==> config.mk <==
export PLATFORM = sky130hd
export DESIGN_NAME = button_debouncer
export DESIGN_NICKNAME = d
export VERILOG_FILES = /design/src/rtl/button_debouncer.sv
export SDC_FILE = /design/constraint.sdc
export NUM_CORES = 1
export LEC_CHECK = 0
export CORE_ASPECT_RATIO = 1.5
export CORE_MARGIN = 2
export CORE_UTILIZATION = 40
export DETAILED_ROUTE_END_ITERATION = 7
export HOLD_SLACK_MARGIN = 0.1
export SLEW_MARGIN = 0
export SYNTH_ARGS = -nofsm -noshare
export SYNTH_HDL_FRONTEND = slang
export SYNTH_SLANG_ARGS = --single-unit
==> constraint.sdc <==
create_clock -name i_clk -period 3.6 [get_ports i_clk]
set_clock_uncertainty 0.05 [all_clocks]
set_input_delay 1.08 -clock i_clk [delete_from_list [all_inputs] [get_ports i_clk]]
set_output_delay 1.08 -clock i_clk [all_outputs]
set_load 0.005 [all_outputs]
==> src/rtl/button_debouncer.sv <==
// rtl/button_debouncer.sv - push-button synchroniser and debouncer
// Emits debounced level, press/release/hold pulses and a modulo-256 press count.
module button_debouncer #(
  parameter int CLOCK_RATE_HZ   = 50_000_000,
  parameter int DEBOUNCE_CYCLES = CLOCK_RATE_HZ / 100,
  parameter int HOLD_CYCLES     = CLOCK_RATE_HZ
) (
  input  logic       i_clk,
  input  logic       i_reset_n,
  input  logic       i_btn,
  output logic       o_btn,
  output logic       o_press,
  output logic       o_release,
  output logic       o_hold,
  output logic [7:0] o_count
);

  localparam int DW = $clog2(DEBOUNCE_CYCLES + 1);
  localparam int HW = $clog2(HOLD_CYCLES + 1);

  localparam logic [DW-1:0] DEB_LAST  = DW'(DEBOUNCE_CYCLES - 1);
  localparam logic [HW-1:0] HOLD_LAST = HW'(HOLD_CYCLES - 1);
  localparam logic [HW-1:0] HOLD_MAX  = HW'(HOLD_CYCLES);

  typedef enum logic [1:0] {
    RELEASED     = 2'd0,
    PRESS_WAIT   = 2'd1,
    PRESSED      = 2'd2,
    RELEASE_WAIT = 2'd3
  } state_t;

  state_t        state;
  logic          s1;
  logic          s2;
  logic [DW-1:0] deb_cnt;
  logic [HW-1:0] hold_cnt;

  always_ff @(posedge i_clk or negedge i_reset_n) begin
    if (!i_reset_n) begin
      s1 <= 1'b0;
      s2 <= 1'b0;
    end else begin
      s1 <= i_btn;
      s2 <= s1;
    end
  end

  always_ff @(posedge i_clk or negedge i_reset_n) begin
    if (!i_reset_n) begin
      state     <= RELEASED;
      deb_cnt   <= '0;
      hold_cnt  <= '0;
      o_btn     <= 1'b0;
      o_press   <= 1'b0;
      o_release <= 1'b0;
      o_hold    <= 1'b0;
      o_count   <= 8'd0;
    end else begin
      o_press   <= 1'b0;
      o_release <= 1'b0;
      o_hold    <= 1'b0;

      case (state)
        RELEASED: begin
          if (s2) begin
            state   <= PRESS_WAIT;
            deb_cnt <= '0;
          end
        end

        PRESS_WAIT: begin
          if (!s2) begin
            state <= RELEASED;
          end else if (deb_cnt == DEB_LAST) begin
            state    <= PRESSED;
            o_btn    <= 1'b1;
            o_press  <= 1'b1;
            o_count  <= o_count + 8'd1;
            hold_cnt <= '0;
          end else begin
            deb_cnt <= deb_cnt + DW'(1);
          end
        end

        PRESSED: begin
          if (hold_cnt != HOLD_MAX) hold_cnt <= hold_cnt + HW'(1);
          // Saturation at HOLD_MAX is what makes the hold pulse one-shot.
          if (hold_cnt == HOLD_LAST) o_hold <= 1'b1;
          if (!s2) begin
            state   <= RELEASE_WAIT;
            deb_cnt <= '0;
          end
        end

        RELEASE_WAIT: begin
          if (hold_cnt != HOLD_MAX) hold_cnt <= hold_cnt + HW'(1);
          // Suppress a hold that would coincide with the release edge.
          if (hold_cnt == HOLD_LAST && (s2 || deb_cnt != DEB_LAST)) o_hold <= 1'b1;
          if (s2) begin
            state <= PRESSED;
          end else if (deb_cnt == DEB_LAST) begin
            state     <= RELEASED;
            o_btn     <= 1'b0;
            o_release <= 1'b1;
          end else begin
            deb_cnt <= deb_cnt + DW'(1);
          end
        end

        default: begin
          state <= RELEASED;
          o_btn <= 1'b0;
        end
      endcase
    end
  end

endmodule

After elaboration in Yosys (flattened, before gate mapping)
Index checks and enable logic that the tools add are counted.

word-level totals
  flip-flop bits (word level) = 61
  logic and storage cells = 70
  output and inout port bits = 12
  input bits = 3

operators by class
  reductions and logical operators = 11
  mux-type cells = 30
  eq/ne operators = 16
  $add $sub $neg = 3

operators with widths
  operator                 number
  $mux W19                 5
  $mux W26                 3
  $pmux W19 S4             1
  $pmux W26 S2             1
  $add A26 B1 Y26 const B  1
  $eq A26 B26 Y1 const B   1
  $ne A26 B26 Y1 const B   1
  $add A19 B1 Y19 const B  1
  $eq A19 B19 Y1 const B   1
  $ne A19 B19 Y1 const B   1
  $mux W2                  6
  $ne A2 B2 Y1 const B     6
  $reduce_and A4 Y1        3
  $mux W1                  11
  $add A8 B1 Y8 const B    1
  $pmux W2 S4              1
  $ne A3 B3 Y1 const B     2
  $reduce_and A5 Y1        1
  $eq A2 B2 Y1 const B     2
  $pmux W1 S2              2
  $reduce_bool A2 Y1       2
  $reduce_and A3 Y1        1
  $eq A2 B1 Y1 const B     1
  $logic_not A2 Y1         1
  4 further kinds          4

Logic depth before layout (Yosys ltp)
  depth in word-level cells = 5
  gate-level depth with buffers = 7
  mapped depth without buffers = 7

Worst setup path before layout
Ideal clock, no wire load.

  kind = register to register
  start point = register deb_cnt[5]
  end point = register o_count[1]
  path buffers = 0
  library setup time = 0.125 ns
  stages on the path, launching flop included = 5
  arrival = 2.158 ns
  data required time = 3.425 ns
  slack = 1.267 ns
  cell sequence = dfrtp_1 -> or4_4 -> or4_4 -> nor3_4 -> mux2_2

on the way
  longest elaborated chain between the ends = 2

RTL lines
  element                      line  RTL
  start: declaration           35    logic [DW-1:0] deb_cnt;
  start signal: assignment     81    deb_cnt <= deb_cnt + DW'(1);
  start signal: assignment     106   deb_cnt <= deb_cnt + DW'(1);
  $eq A19 B19 Y1               74    end else if (deb_cnt == DEB_LAST) begin
  $reduce_and A3 Y1 (no line)  --
  end signal: assignment       78    o_count <= o_count + 8'd1;
  end: declaration             15    output logic [7:0] o_count

No other way between the ends.
A chain may end at the register's enable or synchronous reset.

Worst setup path in the final report
  start point = register state[0]
  end point = register o_count[1]

on the way
  longest elaborated chain between the ends = 2

RTL lines
  element                      line  RTL
  start: declaration           32    state_t state;
  start signal: assignment     50    state <= RELEASED;
  start signal: assignment     66    state <= PRESS_WAIT;
  start signal: assignment     73    state <= RELEASED;
  $eq A2 B1 Y1                 63    case (state)
  $reduce_and A3 Y1 (no line)  --

No other way between the ends.

==> impl_metrics.csv <==
group,metric,value,unit
timing,grt_setup_unrepaired,"false",
logic_synthesis,yosys_warnings,0,
logic_synthesis,synthDistinctLibCells,48,
timing,whs,309,ps
routing,vias,2391,
outcome,status,"completed",
critical_path,r2r_cells,4,
logic_synthesis,synth_compound_area_share,6.13,%
routing,drt_iter0_drc,153,
routing,routed_via_density,5.42,
critical_path,start_kind,"flip-flop",
clock_tree,clkLatencyLatePin,320,ps
timing,setup_viol,0,
timing,finalHoldViolations,0,
die,core,7610,um2
logic_synthesis,synth_top_area_share,48.6,%
logic_synthesis,yosysTopAreaCell,"dfrtp_1",
timing,clock.fmax,368,MHz
cells_and_area,fillers,734,
clock_tree,postCtsResizedCells,0,
flow_run,drv_cap,0,
placed_design,place.gp.congestion,0.801,
logic_synthesis,synth_top_family_by_area,"simple AND/OR/NAND/NOR gates",
clock_tree,clockBufferDepth,2,
clock_tree,cts_buffers,9,
global_routing,grt_usage,16.9,%
die,rows,39,
power,p_leak,1.59,nW
routing,drc,0,
routing,avgRoutedWirePerCell,14.6,um
timing,slew_violations,0,
timing,tns,0,ps
die,die_width,76.4,um
placed_design,place_area,3380,um2
clock_tree,cts_hold_buffers,0,
clock_tree,tritoncts,"yes",
critical_path,critPathMaxFanout,15,
logic_synthesis,synth.area.top_cells,"dfrtp_1 (49%), xnor2_1 (5.6%), xor2_1 (4.5%)",
worst_hold_path,min_path_cells,0,
critical_path,cp.required,3750,ps
logic_synthesis,synthSimpleGateAreaFrac,28.1,%
critical_path,worst_setup_path_end_kind,"flip-flop",
logic_synthesis,synth-xor-area-share,10.6,%
routing,ant_nets,0,
timing,fin_crit_sh,75.5,%
die,fp.dieArea,8590,um2
critical_path,path_class,"flip-flop to flip-flop",
clock_tree,path_clk_slew,50,ps
global_routing,gr-total-overflow,0,
clock_tree,h-tree-depth,3,
logic_synthesis,synth_cells,317,
cells_and_area,post-route-cell-area,3660,um2
cells_and_area,postLayoutCoreUtil,48.0,%
die,die_h,113,um
logic_synthesis,ys_seq_area_share,48.6,%
cells_and_area,drive_above_1_share,10.0,%
logic_synthesis,synth_nets,324,
routing,routed_wl,6450,um
worst_hold_path,hold_class,"flip-flop to flip-flop",
critical_path,cp.arrival,2870,ps
logic_synthesis,syn-cell-area,3140,um2
routing,dr.pass1.iters,4,
global_routing,grt_max_degree,62,
cells_and_area,area_growth,16.4,%
global_routing,grt_pass1_vias,2411,
global_routing,grt_pass1_wl,11500,um
placed_design,dp_hpwl,4530,um
cells_and_area,finalNetCount,342,
power,power_density,423,nW/um2
clock_tree,cts_root_buf,"clkbuf_16",
timing,post-route-min-period,2720,ps
clock_tree,post_cts_buffers,0,
global_routing,antenna_found_initial,0,
timing,relSlewSlack,44.1,%
logic_synthesis,yosys-mux-area-fraction,1.99,%
logic_synthesis,synthAdderAreaFrac,1.59,%
logic_synthesis,syn_area_per_cell,9.91,um2
die,ios,15,
power,vdd_ir_drop_max,0.238,mV
die,initial_core_util,41.3,%
cells_and_area,antennaDiodeCount,0,
placed_design,io_buffers,14,
logic_synthesis,ys_seq_elements,61,
timing,worst_slew_pin_slew,831,ps
clock_tree,clock_sinks,61,
[metrics by stage]
step	instances	total power [mW]	setup slack (ps)
detailed placement	426	0.769	838
floorplan	317	0.743	1270
finish	441	1.55	882
global route	441	1.61	709
CTS	441	1.57	838
global placement	426	0.768	887
[final timing paths]
check / from / endpoint / slack, ps
worst max-delay path: state[0] / o_count[1] / 880
worst min-delay path: s1 / s2 / 310
worst max register to register: state[0] / o_count[1] / 880
worst min register to register: s1 / s2 / 310
max in group asynchronous: i_reset_n / deb_cnt[14] / 2100
min in group asynchronous: i_reset_n / o_count[0] / 860
[layout by cell type, fill, tap and decap left out, types with 2 or more instances in the layout]
cell              n
nand2b_1          2
ha_1              4
and3_1            8
and4_1            4
nor4b_1           3
or4_1             2
xnor2_1          20
nor3_1           15
clkbuf_16         9
a31oi_1           3
and2_1            4
nand2_1          25
nand4_1          12
a22o_2            2
clkbuf_8          3
nand3_1          27
nor4_1            6
nor2_1           35
o21ai_0          11
mux2i_1           4
or4_4             2
a21oi_1           4
nand4bb_1         2
xor2_1           16
inv_1             8
nand3b_1          3
clkdlybuf4s50_1  13
a22o_1            2
mux2_2            2
clkbuf_1          2
or3_1             2
buf_4             5
dfrtp_1          61
[Yosys cell counts, drive strengths merged]
cell and instances:
o21ai 11, nand2 26, mux2i 4, a21oi 4
clkbuf 9, and2 4, dfrtp 61, mux2 2
a211oi 1, xor2 16, a41oi 1, a41o 1
nor4 6, or4 4, nor4b 3, ha 4
nand3b 3, xnor2 21, a31o 1, or3 2
buf 3, nor3 16, nand4bb 2, nand2b 2
a22o 4, and3 9, a31oi 3, o22ai 1
nor2 35, and4 5, nand3 27, a32o 1
nand4 13, a221o 1, inv 8, or4b 1
or4bb 2
[per-layer routing]
layer	routed length (um)	track usage, %
met4	140	7.27
met3	173	4.42
met1	2730	19.4
met5	0	0
met2	3400	29.7
[power breakdown]
| part | total, mW | internal [mW] | switching (mW) |
|---|---|---|---|
| registers | 0.713 | 0.697 | 0.0154 |
| clock network | 0.789 | 0.516 | 0.273 |
| logic | 0.0442 | 0.0147 | 0.0295 |
| total | 1.55 | 1.23 | 0.318 |
[state kept, by name, indices dropped and copies added (netlist names), named ones only]
| name | flops |
|---|---|
| hold_cnt | 26 |
| deb_cnt | 19 |
| o_count | 8 |
| o_btn | 1 |
| o_hold | 1 |
| o_press | 1 |
| o_release | 1 |
| s1 | 1 |
| s2 | 1 |
| state | 1 |
[cells by family (layout without fill, tap and decap cells)]
group	count (synthesis)	in the layout
xor gates and xnor gates	37	37
AOI/OAI and AO/OA	29	29
and+or+nand+nor	160	160
DFF	61	61
adders and majority gates	4	4
buffers and inverters	20	42
muxes	6	6
[layout make-up]
class                   instances  area, um2  area share (%)
flip-flops and latches         61       1530            41.8
multi-input cells             236       1520            41.6
clock buffers                  14        274            7.49
repair buffers                 19        173            4.72
well taps                     102        128            3.49
inverters                       8       30.0           0.821
clock inverters                 1       5.00           0.137
[worst max-delay path, stage by stage, from the launching register on]
cell and delay (ps):
dfrtp_1 600, or4bb_2 590, or4_4 460, nor3_4 500
mux2_2 400
(Power assumes the default switching activity.)
